--- config.mk ---
export PLATFORM = sky130hd
export DESIGN_NAME = dmem_rr_arbiter
export DESIGN_NICKNAME = d
export VERILOG_FILES = /design/src/rtl/dmem_rr_arbiter_pkg.sv /design/src/rtl/dmem_rr_arbiter_rr_pick.sv /design/src/rtl/dmem_rr_arbiter.sv
export SDC_FILE = /design/constraint.sdc
export NUM_CORES = 1
export LEC_CHECK = 0
export BUFFER_PORTS_ARGS = -buffer_cell sky130_fd_sc_hd__buf_2
export CORE_AREA = 3 3 144 146
export CTS_CLUSTER_DIAMETER = 100
export DETAILED_ROUTE_END_ITERATION = 12
export DIE_AREA = 0 0 147 149
export GPL_TIMING_DRIVEN = 0
export SYNTH_ARGS = -nofsm -noshare
export SYNTH_HDL_FRONTEND = slang
export SYNTH_HIERARCHICAL = 1
export SYNTH_SLANG_ARGS = --single-unit
--- constraint.sdc ---
create_clock -name i_clk -period 3.7 [get_ports i_clk]
set_clock_uncertainty 0.15 [all_clocks]
set_input_delay 0.74 -clock i_clk [delete_from_list [all_inputs] [get_ports i_clk]]
set_output_delay 0.74 -clock i_clk [all_outputs]
set_load 0.02 [all_outputs]
--- src/rtl/dmem_rr_arbiter_pkg.sv ---
// Shared constants and helpers for the round-robin data-memory arbiter.
// No logic of its own; imported by the picker and the top level.
// Index arithmetic uses an explicit wrap so NUM_REQ need not be a power of two.
package dmem_rr_arbiter_pkg;

    localparam int DMEM_ADDR_W = 32;
    localparam int DMEM_DATA_W = 32;
    localparam int DMEM_MASK_W = 4;

    // Default requester count: one port per core in the three-core build.
    localparam int NUM_REQ_DEF = 3;

    // Next index in a ring of n entries, wrapping from n-1 back to 0.
    function automatic int unsigned wrap_inc(input int unsigned idx, input int unsigned n);
        return (idx == n - 1) ? 0 : idx + 1;
    endfunction

endpackage

--- src/rtl/dmem_rr_arbiter_rr_pick.sv ---
// Rotating-priority picker: first asserted request at or after base wins.
// Purely combinational, zero latency.
// No backpressure of its own; a request not picked simply stays pending upstream.
module dmem_rr_arbiter_rr_pick
    import dmem_rr_arbiter_pkg::*;
#(
    parameter int NUM_REQ = NUM_REQ_DEF,
    parameter int IDX_W   = (NUM_REQ > 1) ? $clog2(NUM_REQ) : 1
) (
    input  logic [NUM_REQ-1:0] req,
    input  logic [IDX_W-1:0]   base,
    output logic [NUM_REQ-1:0] gnt,
    output logic [IDX_W-1:0]   idx,
    output logic               vld
);

    localparam logic [IDX_W-1:0] LAST_IDX = IDX_W'(NUM_REQ - 1);

    logic [IDX_W-1:0] cand;

    // Walk the ring once starting at base; the first set request claims the grant.
    always_comb begin
        gnt  = '0;
        idx  = '0;
        vld  = 1'b0;
        cand = base;
        for (int off = 0; off < NUM_REQ; off++) begin
            if (!vld && req[cand]) begin
                gnt[cand] = 1'b1;
                idx       = cand;
                vld       = 1'b1;
            end
            // Explicit wrap so a non-power-of-two ring never visits a phantom index.
            cand = (cand == LAST_IDX) ? '0 : cand + IDX_W'(1);
        end
    end

endmodule

--- src/rtl/dmem_rr_arbiter.sv ---
// Round-robin arbiter sharing one combinational-read data-memory port among NUM_REQ harts.
// Grant is combinational; the response (valid + read data) is registered, 1 cycle after grant.
// A requester without a grant stalls with its request held; one access is accepted per cycle.
module dmem_rr_arbiter
    import dmem_rr_arbiter_pkg::*;
#(
    parameter int NUM_REQ = NUM_REQ_DEF,
    parameter int CNT_W   = 16
) (
    input  logic                           i_clk,
    input  logic                           i_rst,
    input  logic [NUM_REQ-1:0]             i_req,
    input  logic [NUM_REQ-1:0]             i_req_wen,
    input  logic [DMEM_ADDR_W*NUM_REQ-1:0] i_req_addr,
    input  logic [DMEM_DATA_W*NUM_REQ-1:0] i_req_wdata,
    input  logic [DMEM_MASK_W*NUM_REQ-1:0] i_req_mask,
    output logic [NUM_REQ-1:0]             o_req_gnt,
    output logic [NUM_REQ-1:0]             o_rsp_valid,
    output logic [DMEM_DATA_W-1:0]         o_rsp_rdata,
    output logic [DMEM_ADDR_W-1:0]         o_mem_addr,
    output logic                           o_mem_ren,
    output logic                           o_mem_wen,
    output logic [DMEM_DATA_W-1:0]         o_mem_wdata,
    output logic [DMEM_MASK_W-1:0]         o_mem_mask,
    input  logic [DMEM_DATA_W-1:0]         i_mem_rdata,
    output logic [CNT_W-1:0]               o_conflict_cnt
);

    localparam int IDX_W = (NUM_REQ > 1) ? $clog2(NUM_REQ) : 1;

    // Registered state.
    logic [IDX_W-1:0]       ptr_q,       ptr_d;
    logic [NUM_REQ-1:0]     rsp_vld_q,   rsp_vld_d;
    logic [DMEM_DATA_W-1:0] rsp_data_q,  rsp_data_d;
    logic [CNT_W-1:0]       conflict_q,  conflict_d;

    // Picker results.
    logic [NUM_REQ-1:0]     pick_gnt;
    logic [IDX_W-1:0]       pick_idx;
    logic                   pick_vld;

    // Fields of the winning requester (address bits [1:0] are dropped on the way in).
    logic                   win_wen;
    logic [DMEM_ADDR_W-3:0] win_addr_hi;
    logic [DMEM_DATA_W-1:0] win_wdata;
    logic [DMEM_MASK_W-1:0] win_mask;
    logic                   win_any_lane;
    logic                   win_act;
    logic                   multi_req;

    dmem_rr_arbiter_rr_pick #(
        .NUM_REQ (NUM_REQ),
        .IDX_W   (IDX_W)
    ) u_pick (
        .req  (i_req),
        .base (ptr_q),
        .gnt  (pick_gnt),
        .idx  (pick_idx),
        .vld  (pick_vld)
    );

    // Select the winning requester's access fields; all zero when nobody wins.
    always_comb begin
        win_wen     = 1'b0;
        win_addr_hi = '0;
        win_wdata   = '0;
        win_mask    = '0;
        for (int i = 0; i < NUM_REQ; i++) begin
            if (pick_vld && (pick_idx == IDX_W'(i))) begin
                win_wen     = i_req_wen[i];
                win_addr_hi = i_req_addr[i*DMEM_ADDR_W + 2 +: DMEM_ADDR_W - 2];
                win_wdata   = i_req_wdata[i*DMEM_DATA_W +: DMEM_DATA_W];
                win_mask    = i_req_mask[i*DMEM_MASK_W +: DMEM_MASK_W];
            end
        end
    end

    // Drive grant and the shared memory port; reset blanks everything so no write slips through.
    always_comb begin
        win_any_lane = |win_mask;
        win_act      = pick_vld & ~i_rst;

        o_req_gnt   = win_act ? pick_gnt : '0;
        o_mem_addr  = win_act ? {win_addr_hi, 2'b00} : '0;
        o_mem_wdata = win_act ? win_wdata : '0;
        o_mem_mask  = win_act ? win_mask : '0;
        // Zero-mask accesses are still granted and answered but never touch memory.
        o_mem_ren   = win_act & ~win_wen & win_any_lane;
        o_mem_wen   = win_act &  win_wen & win_any_lane;

        o_rsp_valid    = i_rst ? '0 : rsp_vld_q;
        o_rsp_rdata    = rsp_data_q;
        o_conflict_cnt = conflict_q;
    end

    // Next-state: rotate priority past the winner, capture the response, count contention.
    always_comb begin
        ptr_d      = ptr_q;
        rsp_vld_d  = '0;
        rsp_data_d = rsp_data_q;
        conflict_d = conflict_q;

        if (pick_vld) begin
            ptr_d      = IDX_W'(wrap_inc(32'(pick_idx), NUM_REQ));
            rsp_vld_d  = pick_gnt;
            // Writes and empty-mask reads return zero so stale data never looks like a read.
            rsp_data_d = (~win_wen & win_any_lane) ? i_mem_rdata : '0;
        end

        // Two or more bits set iff clearing the lowest set bit leaves something behind.
        multi_req = |(i_req & (i_req - NUM_REQ'(1)));
        if (multi_req && (conflict_q != {CNT_W{1'b1}})) begin
            conflict_d = conflict_q + CNT_W'(1);
        end
    end

    // State registers with synchronous reset.
    always_ff @(posedge i_clk) begin
        if (i_rst) begin
            ptr_q      <= '0;
            rsp_vld_q  <= '0;
            rsp_data_q <= '0;
            conflict_q <= '0;
        end else begin
            ptr_q      <= ptr_d;
            rsp_vld_q  <= rsp_vld_d;
            rsp_data_q <= rsp_data_d;
            conflict_q <= conflict_d;
        end
    end

endmodule

# == Word level (Yosys, flattened, before mapping) ==
# Index checks and enable logic that the tools add are counted.
# totals
regBits,53
latch_bits,0
ramBits,0
romBits,0
inputBits,244
out_inout_bits,124
word_cells,89
n_memories,0
# classes
addsub,5
multipliers,0
n_div,0
magnitude_cmp,6
n_eq_ne,5
n_shift,0
n_mux,42
n_bitwise,12
n_reduce_logical,15
# ops
operator,count
32-bit 2-to-1 mux,6
30-bit 2-to-1 mux,3
"16-bit by 1-bit adder with 16-bit output, second input constant",1
4-bit 2-to-1 mux,4
"16-bit inequality test, second input constant",1
3-bit 2-to-1 mux,5
1-bit 2-to-1 mux,12
2-bit 2-to-1 mux,6
1-bit logical AND,9
"2-bit by 3-bit less-than comparator with 1-bit output, second input constant",3
"2-bit by 1-bit adder with 2-bit output, second input constant",3
1-bit AND,6
1-bit binary-select mux with 2-bit select,3
1-bit demux with 2-bit select,3
"2-bit equality test, second input constant",3
"2-bit by 1-bit >= comparator with 1-bit output, second input constant",3
3-bit bitwise OR,2
4-bit OR reduction,1
3-bit AND,1
1-bit NOT,3
3-bit OR reduction,1
"3-bit by 1-bit subtractor with 3-bit output, second input constant",1
"2-bit by 1-bit equality test with 1-bit output, second input constant",1
1-bit logical NOT,2
other kinds (2),2

# == Depth between registers and ports, before layout ==
# Gate-level depths: netlist of the first run.
# logic_depth
depth_word,17
ltp_mapped,9
ltp_nobuf,7

# == By module ==
# The synthesis of the first run kept the hierarchy.
# modules_own_cells
mod,n_inst,cells_per_inst,area_each_um2,seq_area_each_um2
dmem_rr_arbiter,1,527,4102.7,1061.0
dmem_rr_arbiter_rr_pick,1,14,87.6,0.0

# == Least setup slack after synthesis of the first run ==
# No wires, ideal clock.
# synth_timing
kind,input port to output port
from,input port i_req[2]
to,output port o_mem_wen
arrival_ns,2.530
required_time_ns,2.810
setup_slack_ns,0.280
path_stages,9
path_buffers,2
cell_sequence,nor2b_1 -> o21ai_1 -> and3_1 -> buf_6 -> nand2b_2 -> o22ai_1 -> nor4_4 -> buf_6 -> nor3b_1
# synth_between
elab_chain_len,16
word_cells_on_any_way,32
classes_between,eq/ne: 2; mux: 18; bitwise: 3; reduce/logical: 9
# synth_rtl
item,line_no,source
start: declaration,dmem_rr_arbiter.sv:12,"input logic [NUM_REQ-1:0] i_req,"
1-bit binary-select mux with 2-bit select,dmem_rr_arbiter_rr_pick.sv:28,if (!vld && req[cand]) begin
1-bit 2-to-1 mux (not written as such),dmem_rr_arbiter_rr_pick.sv:28,
1-bit 2-to-1 mux,dmem_rr_arbiter_rr_pick.sv:28,
1-bit logical NOT,dmem_rr_arbiter_rr_pick.sv:28,
1-bit logical AND,dmem_rr_arbiter_rr_pick.sv:28,
1-bit 2-to-1 mux,dmem_rr_arbiter_rr_pick.sv:28,
1-bit logical NOT,dmem_rr_arbiter_rr_pick.sv:28,
1-bit logical AND,dmem_rr_arbiter_rr_pick.sv:28,
2-bit 2-to-1 mux *,dmem_rr_arbiter_rr_pick.sv:28,
net pick_idx[0],dmem_rr_arbiter.sv:39,logic [IDX_W-1:0] pick_idx;
2-bit logical NOT,dmem_rr_arbiter.sv:69,if (pick_vld && (pick_idx == IDX_W'(i))) begin
1-bit logical AND,dmem_rr_arbiter.sv:69,
4-bit 2-to-1 mux or 1-bit 2-to-1 mux (tied branches) (3 in a row),dmem_rr_arbiter.sv:69,
4-bit OR reduction or 1-bit AND (tied branches),"dmem_rr_arbiter.sv:80, dmem_rr_arbiter.sv:89",
1-bit AND *,dmem_rr_arbiter.sv:89,o_mem_wen = win_act & win_wen & win_any_lane;
end: declaration,dmem_rr_arbiter.sv:22,"output logic o_mem_wen,"
# The timed path passes the listed nets; every way through them passes the cells marked *. The select of a mux whose other input is x is not followed.

# == Worst setup path in the final report of the first run ==
# Same ends and word-level chain as after synthesis.

==> reports/results.txt, run 1 <==
Syn Inst Count = 541
pwr dens = 299.8 mW/mm2
Max clock buf depth = 2
crit end category = output port
max_cap viols = 0
clock buffer count from CTS = 5
post-DP HPWL = 17900 um
largest net degree at the start of global routing = 17
RSZ-0062 raised after global routing = true
Clock Sink Count = 53
area grow syn2layout = 56.17%
IO Count = 368
CP Data Arrival Time = 2.71 ns
# rows = 51
Wirelength per Cell = 18.36 um
# DRC = 0
synthesized cell area = 0.004190 mm2
max frequency = 277.9 MHz
vias in the first global route = 5528
Design Power = 1.962 mW
synthesis-stage register bit count = 53
Leak = 3.226 nW
initial cell density of the core = 0.2146
fraction of layout cells with a size suffix above 1 = 0.4906
die area = 0.02190 mm2
vias = 5677
Primary FF master, synth = dfxtp_1
syn_area_per_cell = 7.745 um2
Nets = 1153
Synth area leaders = dfxtp_1, o221ai_1, nand2b_1
critical path required time = 2.81 ns
Period minus WS final = 3.599 ns
VDD IR max = 0.1590 mV
IO buf count = 359
Unique masters post-synth = 48
crit-path max cell delay = 0.39 ns
count leader, synth = nand2_1
Antenna Nets Post-Route = 0
Crit-path slowest cell = mux2i_1
fin util = 0.3351
sequential element share of the synthesized area = 0.2532
CP Cell Sequence = buf_2 -> nor2b_1 -> o21ai_1 -> and3_1 -> buf_6 -> mux2i_1 -> o22ai_2 -> nor4_4 -> buf_6 -> nor3b_1 -> buf_2
# H-tree levels = 2
outcome = finished clean
root buffer cell = clkbuf_16
total grt overflow = 0
synth cell count leaders = nand2_1, a21oi_1, nand2b_1
area leader, netlist = dfxtp_1
routability congestion estimate = 0.8770
FF+latch area = 0.001061 mm2
Yosys top cell area share = 0.2532
TritonRoute pass-1 iters = 4
Worst setup SP type = input port
ys async rst share = 0
area occupied by multi-input gates = 0.002863 mm2
first-pass GRT wire length = 31130 um
measured slew at the worst slew-check pin = 0.5546 ns
gr usage total = 0.1807
worst hold path class = reg -> reg
Die Height = 149 um
register clock-pin slew on the reported worst setup and hold paths = 0.07 ns
Critical Path Fanout Max = 10
clk_lat worst skew = 0.29 ns
final worst path period share = 0.9726
1st-iter DRT viols = 207
warnings from Yosys = 6
fin. max-slew vios = 0
antenna violations before repair = 2
# hold bufs at CTS = 0
relative slew slack = 0.6303
CORE AREA = 0.01953 mm2
CP Class = in -> out
Post-synth EDFFs = 0
Routed WL = 21590 um
number of failing hold endpoints at the final stage = 0
Die Width = 147 um
vias per std cell = 4.827
CTS tree = built
Filler cells = 2188
final setup violating endpoints = 0
==> per-layer routing <==
layer / GRT usage / routed length [um] / up-vias
li1: - / - / 2740
met1: 0.2154 / 8579 / 2602
met2: 0.3160 / 10560 / 288
met3: 0.03616 / 1465 / 47
met4: 0.07875 / 981 / 0
met5: 0 / 0 / -
==> flip-flops by register name, summed over array words and instances (netlist names) <==
| register | flops |
|---|---|
| o_conflict_cnt | 16 |
| o_rsp_rdata | 32 |
| ptr_q | 2 |
| rsp_vld_q | 3 |
==> placed cells by master, fill, tap and decap left out, types with 10 or more instances in the layout <==
cell type / n
a21oi_1: 72
and2_1: 14
buf_2: 364
buf_4: 11
clkbuf_1: 20
clkbuf_2: 13
dfxtp_1: 53
nand2_1: 76
nand2b_1: 67
nor2_1: 10
nor2b_1: 14
o221ai_1: 62
o31ai_2: 28
==> what timing repair did <==
action	4_1_cts	5_1_grt
buffers inserted	1	0
gates resized for setup	10	25
pin swaps	1	0
endpoints found under the setup margin	63	64
==> worst max-delay path, delay by kind of cell <==
| kind | cells | cell delay, ns |
|---|---|---|
| buf+inv | 4 | 0.65 |
| simple gates | 4 | 0.60 |
| mux | 1 | 0.39 |
| compound gates | 2 | 0.31 |
==> logic make-up (layout without fill, tap and decap cells) <==
family	Yosys count	after routing	synth area share
AOI/OAI and AO/OA	190	190	0.3485
muxes	14	14	0.03553
buffers and inverters	60	427	0.07106
DFF	53	53	0.2532
and+or+nand+nor	221	221	0.2855
other	1	4	0.0008949
adders and majority gates	2	2	0.005374
==> final timing paths <==
check	depth (start not counted)	end	from	slack [ns]
hold / removal	2	o_rsp_rdata[22]	o_rsp_rdata[22]	0.30
setup / recovery	11	o_mem_wen	i_req[2]	0.10
setup reg to reg	10	o_rsp_rdata[31]	ptr_q[0]	1.19
hold reg to reg	2	o_rsp_rdata[22]	o_rsp_rdata[22]	0.30
==> stage by stage <==
step | TNS, ns | hold WS, ns | cells | cell area, um2 | setup WS, ns
2_1_floorplan | 0 | 0.3492 | 542 | 4194 | 0.2799
3_3_place_gp | -14.78 | 0.2811 | 1166 | 6322 | -0.3880
3_5_place_dp | -15.58 | 0.2859 | 1166 | 6322 | -0.3670
4_1_cts | -0.01243 | 0.3031 | 1174 | 6499 | -0.01243
5_1_grt | -0.2178 | 0.3290 | 1176 | 6544 | -0.06088
6_report | 0 | 0.2978 | 1176 | 6544 | 0.1012
==> layout make-up <==
class | count | share of cell area
multi-input cells | 429 | 0.4375
repair buffers | 360 | 0.2761
flip-flops and latches | 53 | 0.1621
well taps | 265 | 0.05067
plain buffers | 56 | 0.04780
clock buffers | 6 | 0.02122
clock inverters | 2 | 0.002103
inverters | 3 | 0.001721
diodes | 2 | 0.0007648
==> power breakdown <==
part | switching [mW] | internal (mW)
clock network | 0.218 | 0.270
logic | 0.519 | 0.328
registers | 0.0212 | 0.605
(Power assumes the default switching activity.)
==> inputs of run 2 (changes only) <==
Settings changed: CORE_AREA 3 3 144 146 to 2 2 143 145, DIE_AREA 0 0 147 149 to 0 0 145 147.
==> run 2 against run 1 <==
Sequential share of layout area decreased by 0.39 points. Sequential power about the same. Final cell count increased by 0.94%. Clock-buffer cell count decreased by 1. Combinational power increased by 3.2%. Critical path depth increased by 1. Total power increased by 2.3%. Largest cell class unchanged.
==> reports/results.txt, run 2 (synthesized netlist as in run 1, its figures left out) <==
1st-iter DRT viols = 230 (was 207)
Clock Sink Count = 53 (unchanged)
antenna violations before repair = 9 (was 2)
fin util = 0.3378 (was 0.3351)
# rows = 52 (was 51)
number of failing hold endpoints at the final stage = 0 (unchanged)
most frequent CP cell = buf_4
post-DP HPWL = 17450 um (was 17900 um)
# H-tree levels = 2 (unchanged)
CORE AREA = 0.01984 mm2 (was 0.01953 mm2)
combinational cell fraction of total power = 0.436 (was 0.432)
Die Width = 145 um (was 147 um)
crit end category = output port (unchanged)
Clock power frac = 0.252 (was 0.249)
die area = 0.02132 mm2 (was 0.02190 mm2)
total grt overflow = 0 (unchanged)
final setup violating endpoints = 0 (unchanged)
critical path required time = 2.81 ns (about the same)
hold path cells = 2 (unchanged)
max reg flops = 32 (unchanged)
IO buf count = 359 (unchanged)
setup TNS = 0 ns (unchanged)
max frequency = 277.5 MHz (was 277.9 MHz)
routability congestion estimate = 0.9496 (was 0.8770)
fin cells = 1187 (was 1176)
area grow syn2layout = 59.99% (was 56.17%)
TritonRoute pass-1 iters = 5 (was 4)
net load switching power = 0.7938 mW (was 0.7589 mW)
Internal = 1.213 mW (was 1.203 mW)
# hold bufs at CTS = 0 (unchanged)
dpl cells = 1171 (was 1166)
vias per std cell = 4.817 (was 4.827)
VDD IR max = 0.1589 mV (was 0.1590 mV)
max_cap viols = 0 (unchanged)
final worst path period share = 0.9739 (was 0.9726)
Antenna Nets Post-Route = 0 (unchanged)
vias = 5718 (was 5677)
Nets = 1157 (was 1153)
CTS tree = built (unchanged)
first-pass GRT wire length = 31060 um (was 31130 um)
IO Count = 368 (unchanged)
worst reg2reg startpoint = ptr_q[0] (unchanged)
Die Height = 147 um (was 149 um)
CP Class = in -> out (unchanged)
Crit-path slowest cell = mux2i_2 (was mux2i_1)
clock buffer count from CTS = 5 (unchanged)
Critical Path Fanout Max = 10 (unchanged)
fin. max-slew vios = 0 (unchanged)
Worst setup SP type = input port (unchanged)
Reg2Reg Setup Slack = 1.16 ns (was 1.19 ns)
Flop pwr share = 0.312 (was 0.319)
root buffer cell = clkbuf_16 (unchanged)
crit-path max cell delay = 0.25 ns (was 0.39 ns)
gr usage total = 0.1862 (was 0.1807)
switch share = 0.3956 (was 0.3868)
CP Data Arrival Time = 2.71 ns (about the same)
measured slew at the worst slew-check pin = 0.5586 ns (was 0.5546 ns)
Max clock buf depth = 2 (unchanged)
fraction of layout cells with a size suffix above 1 = 0.5148 (was 0.4906)
worst hold path class = reg -> reg (unchanged)
outcome = finished clean (unchanged)
Period minus WS final = 3.604 ns (was 3.599 ns)
Routed WL = 21260 um (was 21590 um)
largest net degree at the start of global routing = 20 (was 17)
Wirelength per Cell = 17.91 um (was 18.36 um)
CP Cell Sequence = buf_2 -> nor2b_1 -> o21ai_1 -> and3_4 -> clkbuf_4 -> mux2i_2 -> o22ai_2 -> nor4_4 -> buf_4 -> buf_8 -> nor3_1 -> buf_4 (was buf_2 -> nor2b_1 -> o21ai_1 -> and3_1 -> buf_6 -> mux2i_1 -> o22ai_2 -> nor4_4 -> buf_6 -> nor3b_1 -> buf_2)
register clock-pin slew on the reported worst setup and hold paths = 0.08 ns (was 0.07 ns)
relative slew slack = 0.6276 (was 0.6303)
R2R cell count = 11 (was 10)
Hold Path Origin = o_rsp_rdata[24] (was o_rsp_rdata[22])
clk_lat worst skew = 0.30 ns (was 0.29 ns)
most frequent cells in the layout = buf_2, nand2_1, nand2b_1, a21oi_1, o221ai_1 (was buf_2, nand2_1, a21oi_1)
# DRC = 0 (unchanged)
Leak = 3.260 nW (was 3.226 nW)
most common cell after layout, fill and taps aside = buf_2 (unchanged)
vias in the first global route = 5471 (was 5528)
pwr dens = 299.3 mW/mm2 (was 299.8 mW/mm2)
initial cell density of the core = 0.2112 (was 0.2146)
critical path launch point = i_req[2] (unchanged)
run 2: cell types whose count changed in the layout (fill, tap and decap cells not counted), moves of 2 or more:
cell	previous run	this run
a21oi_1	72	67
a21oi_2	0	5
buf_4	11	14
clkbuf_1	20	18
diode_2	2	4
inv_6	0	2
mux2i_1	6	2
mux2i_2	1	4
nor2b_1	14	12
nor2b_2	0	2
o22ai_1	3	0
o22ai_2	1	3
run 2: metal layers:
layer	up-vias	global-route usage	part of all wire
met5	-	0	0.0024
met4	8	0.07772	0.038
met3	49	0.04565	0.070
met2	256	0.3338	0.50
met1	2650	0.2115	0.39
li1	2755	-	-
run 2: cell type report:
cell class                 instances  area [um2]
clock buffer                       5       125.1
tap                              270       337.8
inverter                           3       15.01
buffer                            56       329.1
sequential                        53        1061
clock inverter                     3       28.78
multi-input combinational        429        2958
antenna                            4       10.01
fill                            2158       13140
timing repair buffer             364        1839
run 2: power groups by stage:
| stage | combinational, mW | clock [mW] | sequential [mW] |
|---|---|---|---|
| after floorplan | 0.438 | 0 | 0.674 |
| after global placement | 0.828 | 0 | 0.638 |
| after detailed placement | 0.834 | 0 | 0.639 |
| after CTS | 0.848 | 0.521 | 0.626 |
| after global routing | 0.939 | 0.541 | 0.631 |
| final | 0.875 | 0.506 | 0.625 |
run 2: timing repair:
| action | 4_1_cts | 5_1_grt |
|---|---|---|
| pin swaps | 1 | 1 |
| buffers inserted | 2 | 2 |
| resized for setup | 14 | 55 |
| setup endpoints to repair | 62 | 63 |
| gates cloned | 0 | 1 |
run 2: through the flow:
stage | power [mW] | setup WS [ns] | area (um2) | hold slack, ns
after CTS | 1.994 | -0.01619 | 6531 | 0.3083
after detailed placement | 1.472 | -0.5296 | 6329 | 0.2928
after global placement | 1.466 | -0.5445 | 6329 | 0.2821
after global routing | 2.111 | -0.006785 | 6699 | 0.3279
after floorplan | 1.112 | 0.2799 | 4194 | 0.3492
final | 2.007 | 0.09642 | 6704 | 0.3055
run 2: final timing paths:
check | endpoint
hold reg to reg | o_rsp_rdata[24]
setup reg to reg | o_rsp_rdata[29]
setup / recovery | o_mem_ren
hold / removal | o_rsp_rdata[24]
run 2: critical path, delay by kind of cell:
| family | cells | cell delay, ns |
|---|---|---|
| multiplexers | 1 | 0.25 |
| AO/OA/AOI/OAI | 2 | 0.28 |
| AND/OR/NAND/NOR | 4 | 0.62 |
| buffers and inverters | 5 | 0.81 |
==> inputs of run 3 (changes only) <==
Settings changed: CELL_PAD_IN_SITES_DETAIL_PLACEMENT set to 1, CELL_PAD_IN_SITES_GLOBAL_PLACEMENT set to 1, CORE_AREA 2 2 143 145 to 2 2 145 147, DIE_AREA 0 0 145 147 to 0 0 147 149, PLACE_DENSITY_LB_ADDON set to 0.1.
==> run 3 against run 2 <==
Die area grew 2.8%. Design area shrank 0.97%. Flip-flop and latch count stayed put. Fmax rose by 1.9%. Wire length fell by 0.14%. Non-clock buffer count increased by 3. Critical path type unchanged. Highest routed layer unchanged. Sequential share of layout area rose by 0.16 points. Clock power is 2% lower.
==> reports/results.txt, run 3 (synthesized netlist as in run 1, its figures left out) <==
outcome = finished clean (unchanged)
fin. max-slew vios = 0 (unchanged)
Antenna Nets Post-Route = 0 (unchanged)
Die Height = 149 um (was 147 um)
Nets = 1160 (was 1157)
routability congestion estimate = 0.7675 (was 0.9496)
crit end category = output port (unchanged)
pwr dens = 296.3 mW/mm2 (was 299.3 mW/mm2)
max_cap viols = 0 (unchanged)
fraction of layout cells with a size suffix above 1 = 0.5033 (was 0.5148)
post-route cell area = 0.006639 mm2 (was 0.006704 mm2)
placed cell area = 0.006335 mm2 (was 0.006329 mm2)
vias per std cell = 4.640 (was 4.817)
final worst path period share = 0.9560 (was 0.9739)
post-DP HPWL = 17410 um (was 17450 um)
# rows = 53 (was 52)
Period minus WS final = 3.537 ns (was 3.604 ns)
CP Class = in -> out (unchanged)
measured slew at the worst slew-check pin = 0.5734 ns (was 0.5586 ns)
critical path required time = 2.81 ns (about the same)
Internal = 1.220 mW (was 1.213 mW)
R2R cell count = 11 (unchanged)
CP Cell Sequence = buf_2 -> nor2b_1 -> o21ai_1 -> and3_1 -> buf_6 -> mux2i_2 -> a2bb2oi_2 -> nor2_2 -> buf_4 -> nor3_1 -> buf_4 (was buf_2 -> nor2b_1 -> o21ai_1 -> and3_4 -> clkbuf_4 -> mux2i_2 -> o22ai_2 -> nor4_4 -> buf_4 -> buf_8 -> nor3_1 -> buf_4)
Critical Path Fanout Max = 10 (unchanged)
RSZ-0062 raised after global routing = false
register clock-pin slew on the reported worst setup and hold paths = 0.08 ns (about the same)
Clock power frac = 0.252 (about the same)
area grow syn2layout = 58.44% (was 59.99%)
die area = 0.02190 mm2 (was 0.02132 mm2)
# H-tree levels = 2 (unchanged)
first-pass GRT wire length = 31310 um (was 31060 um)
IO Count = 368 (unchanged)
IO buf count = 359 (unchanged)
switch share = 0.3799 (was 0.3956)
number of failing hold endpoints at the final stage = 0 (unchanged)
worst reg2reg startpoint = ptr_q[0] (unchanged)
most frequent cells in the layout = buf_2, nand2_1, a21oi_1 (was buf_2, nand2_1, nand2b_1, a21oi_1, o221ai_1)
largest net degree at the start of global routing = 18 (was 20)
1st-iter DRT viols = 75 (was 230)
RR Endpoint = o_rsp_rdata[9] (was o_rsp_rdata[29])
most common cell after layout, fill and taps aside = buf_2 (unchanged)
crit path to = o_mem_ren (unchanged)
crit-path max cell delay = 0.25 ns (about the same)
worst hold path class = reg -> reg (unchanged)
Worst setup SP type = input port (unchanged)
Design Power = 1.967 mW (was 2.007 mW)
critical path launch point = i_req[2] (unchanged)
most frequent CP cell = buf_4 (unchanged)
total grt overflow = 0 (unchanged)
VDD IR max = 0.1772 mV (was 0.1589 mV)
# DRC = 0 (unchanged)
max frequency = 282.7 MHz (was 277.5 MHz)
root buffer cell = clkbuf_16 (unchanged)
clock buffer count from CTS = 5 (unchanged)
final setup violating endpoints = 0 (unchanged)
clk_lat worst skew = 0.29 ns (was 0.30 ns)
vias in the first global route = 5661 (was 5471)
CORE AREA = 0.02056 mm2 (was 0.01984 mm2)
Die Width = 147 um (was 145 um)
relative slew slack = 0.6177 (was 0.6276)
combinational cell fraction of total power = 0.429 (was 0.436)
CP Data Arrival Time = 2.65 ns (was 2.71 ns)
vias = 5540 (was 5718)
CTS tree = built (unchanged)
Crit-path slowest cell = mux2i_2 (unchanged)
initial cell density of the core = 0.2038 (was 0.2112)
net load switching power = 0.7471 mW (was 0.7938 mW)
Flop pwr share = 0.318 (was 0.312)
TritonRoute pass-1 iters = 4 (was 5)
Routed WL = 21230 um (was 21260 um)
gr usage total = 0.1813 (was 0.1862)
Max clock buf depth = 2 (unchanged)
max reg flops = 32 (unchanged)
Wirelength per Cell = 17.78 um (was 17.91 um)
antenna violations before repair = 6 (was 9)
Leak = 3.260 nW (about the same)
Reg2Reg Setup Slack = 1.12 ns (was 1.16 ns)
Clock Sink Count = 53 (unchanged)
run 3: repair_timing:
| item | CTS | global route |
|---|---|---|
| setup buffers | 1 | 7 |
| pin swaps | 1 | 1 |
| endpoints found under the setup margin | 62 | 61 |
| cloned | 0 | 0 |
| hold buffers | 0 | 0 |
| gates resized for setup | 12 | 28 |
run 3: worst min path at each step:
| stage | from | end | depth (start not counted) |
|---|---|---|---|
| 2_1_floorplan | ptr_q[1] | ptr_q[1] | 2 |
| 3_3_place_gp | o_rsp_rdata[24] | o_rsp_rdata[24] | 2 |
| 3_5_place_dp | o_rsp_rdata[29] | o_rsp_rdata[29] | 2 |
| 4_1_cts | o_rsp_rdata[29] | o_rsp_rdata[29] | 2 |
| 5_1_grt | o_rsp_rdata[23] | o_rsp_rdata[23] | 2 |
| 6_report | o_rsp_rdata[29] | o_rsp_rdata[29] | 2 |
run 3: final cells by class:
type	count	area, um2
Antenna cell	3	7.507
Clock buffer	6	138.9
Fill cell	2655	13920
Multi-Input combinational cell	429	2890
Sequential cell	53	1061
Timing Repair Buffer	367	1859
Tap cell	275	344.1
Inverter	3	11.26
Clock inverter	2	16.27
Buffer	56	310.3
run 3: per-layer routing:
layer	up-vias	wire (um)	track usage
met2	172	11520	0.3542
met1	2585	7980	0.1958
met4	6	291	0.04135
met3	20	1399	0.04557
li1	2757	-	-
met5	-	38	0
run 3: metrics by stage:
step,std cells,hold slack (ns),setup TNS (ns),setup slack [ns],util
finish,1194,0.3054,0,0.1626,0.3229
global route,1192,0.3313,0,0.001600,0.3227
CTS,1184,0.3100,-0.001596,-0.001596,0.3170
detailed placement,1176,0.2909,-11.54,-0.2508,0.3082
global placement,1176,0.2891,-12.45,-0.2753,0.3082
floorplan,542,0.3492,0,0.2799,-
run 3: power groups by stage:
stage	sequential, mW	clock [mW]	combinational [mW]
2_1_floorplan	0.674	0	0.438
3_3_place_gp	0.639	0	0.824
3_5_place_dp	0.639	0	0.824
4_1_cts	0.626	0.523	0.833
5_1_grt	0.631	0.546	0.919
6_report	0.626	0.496	0.845
run 3: critical path: cells and delay by family:
| family | cells | cell delay (ns) |
|---|---|---|
| AOI/OAI and AO/OA | 2 | 0.35 |
| buffers and inverters | 4 | 0.68 |
| muxes | 1 | 0.25 |
| and+or+nand+nor | 4 | 0.62 |
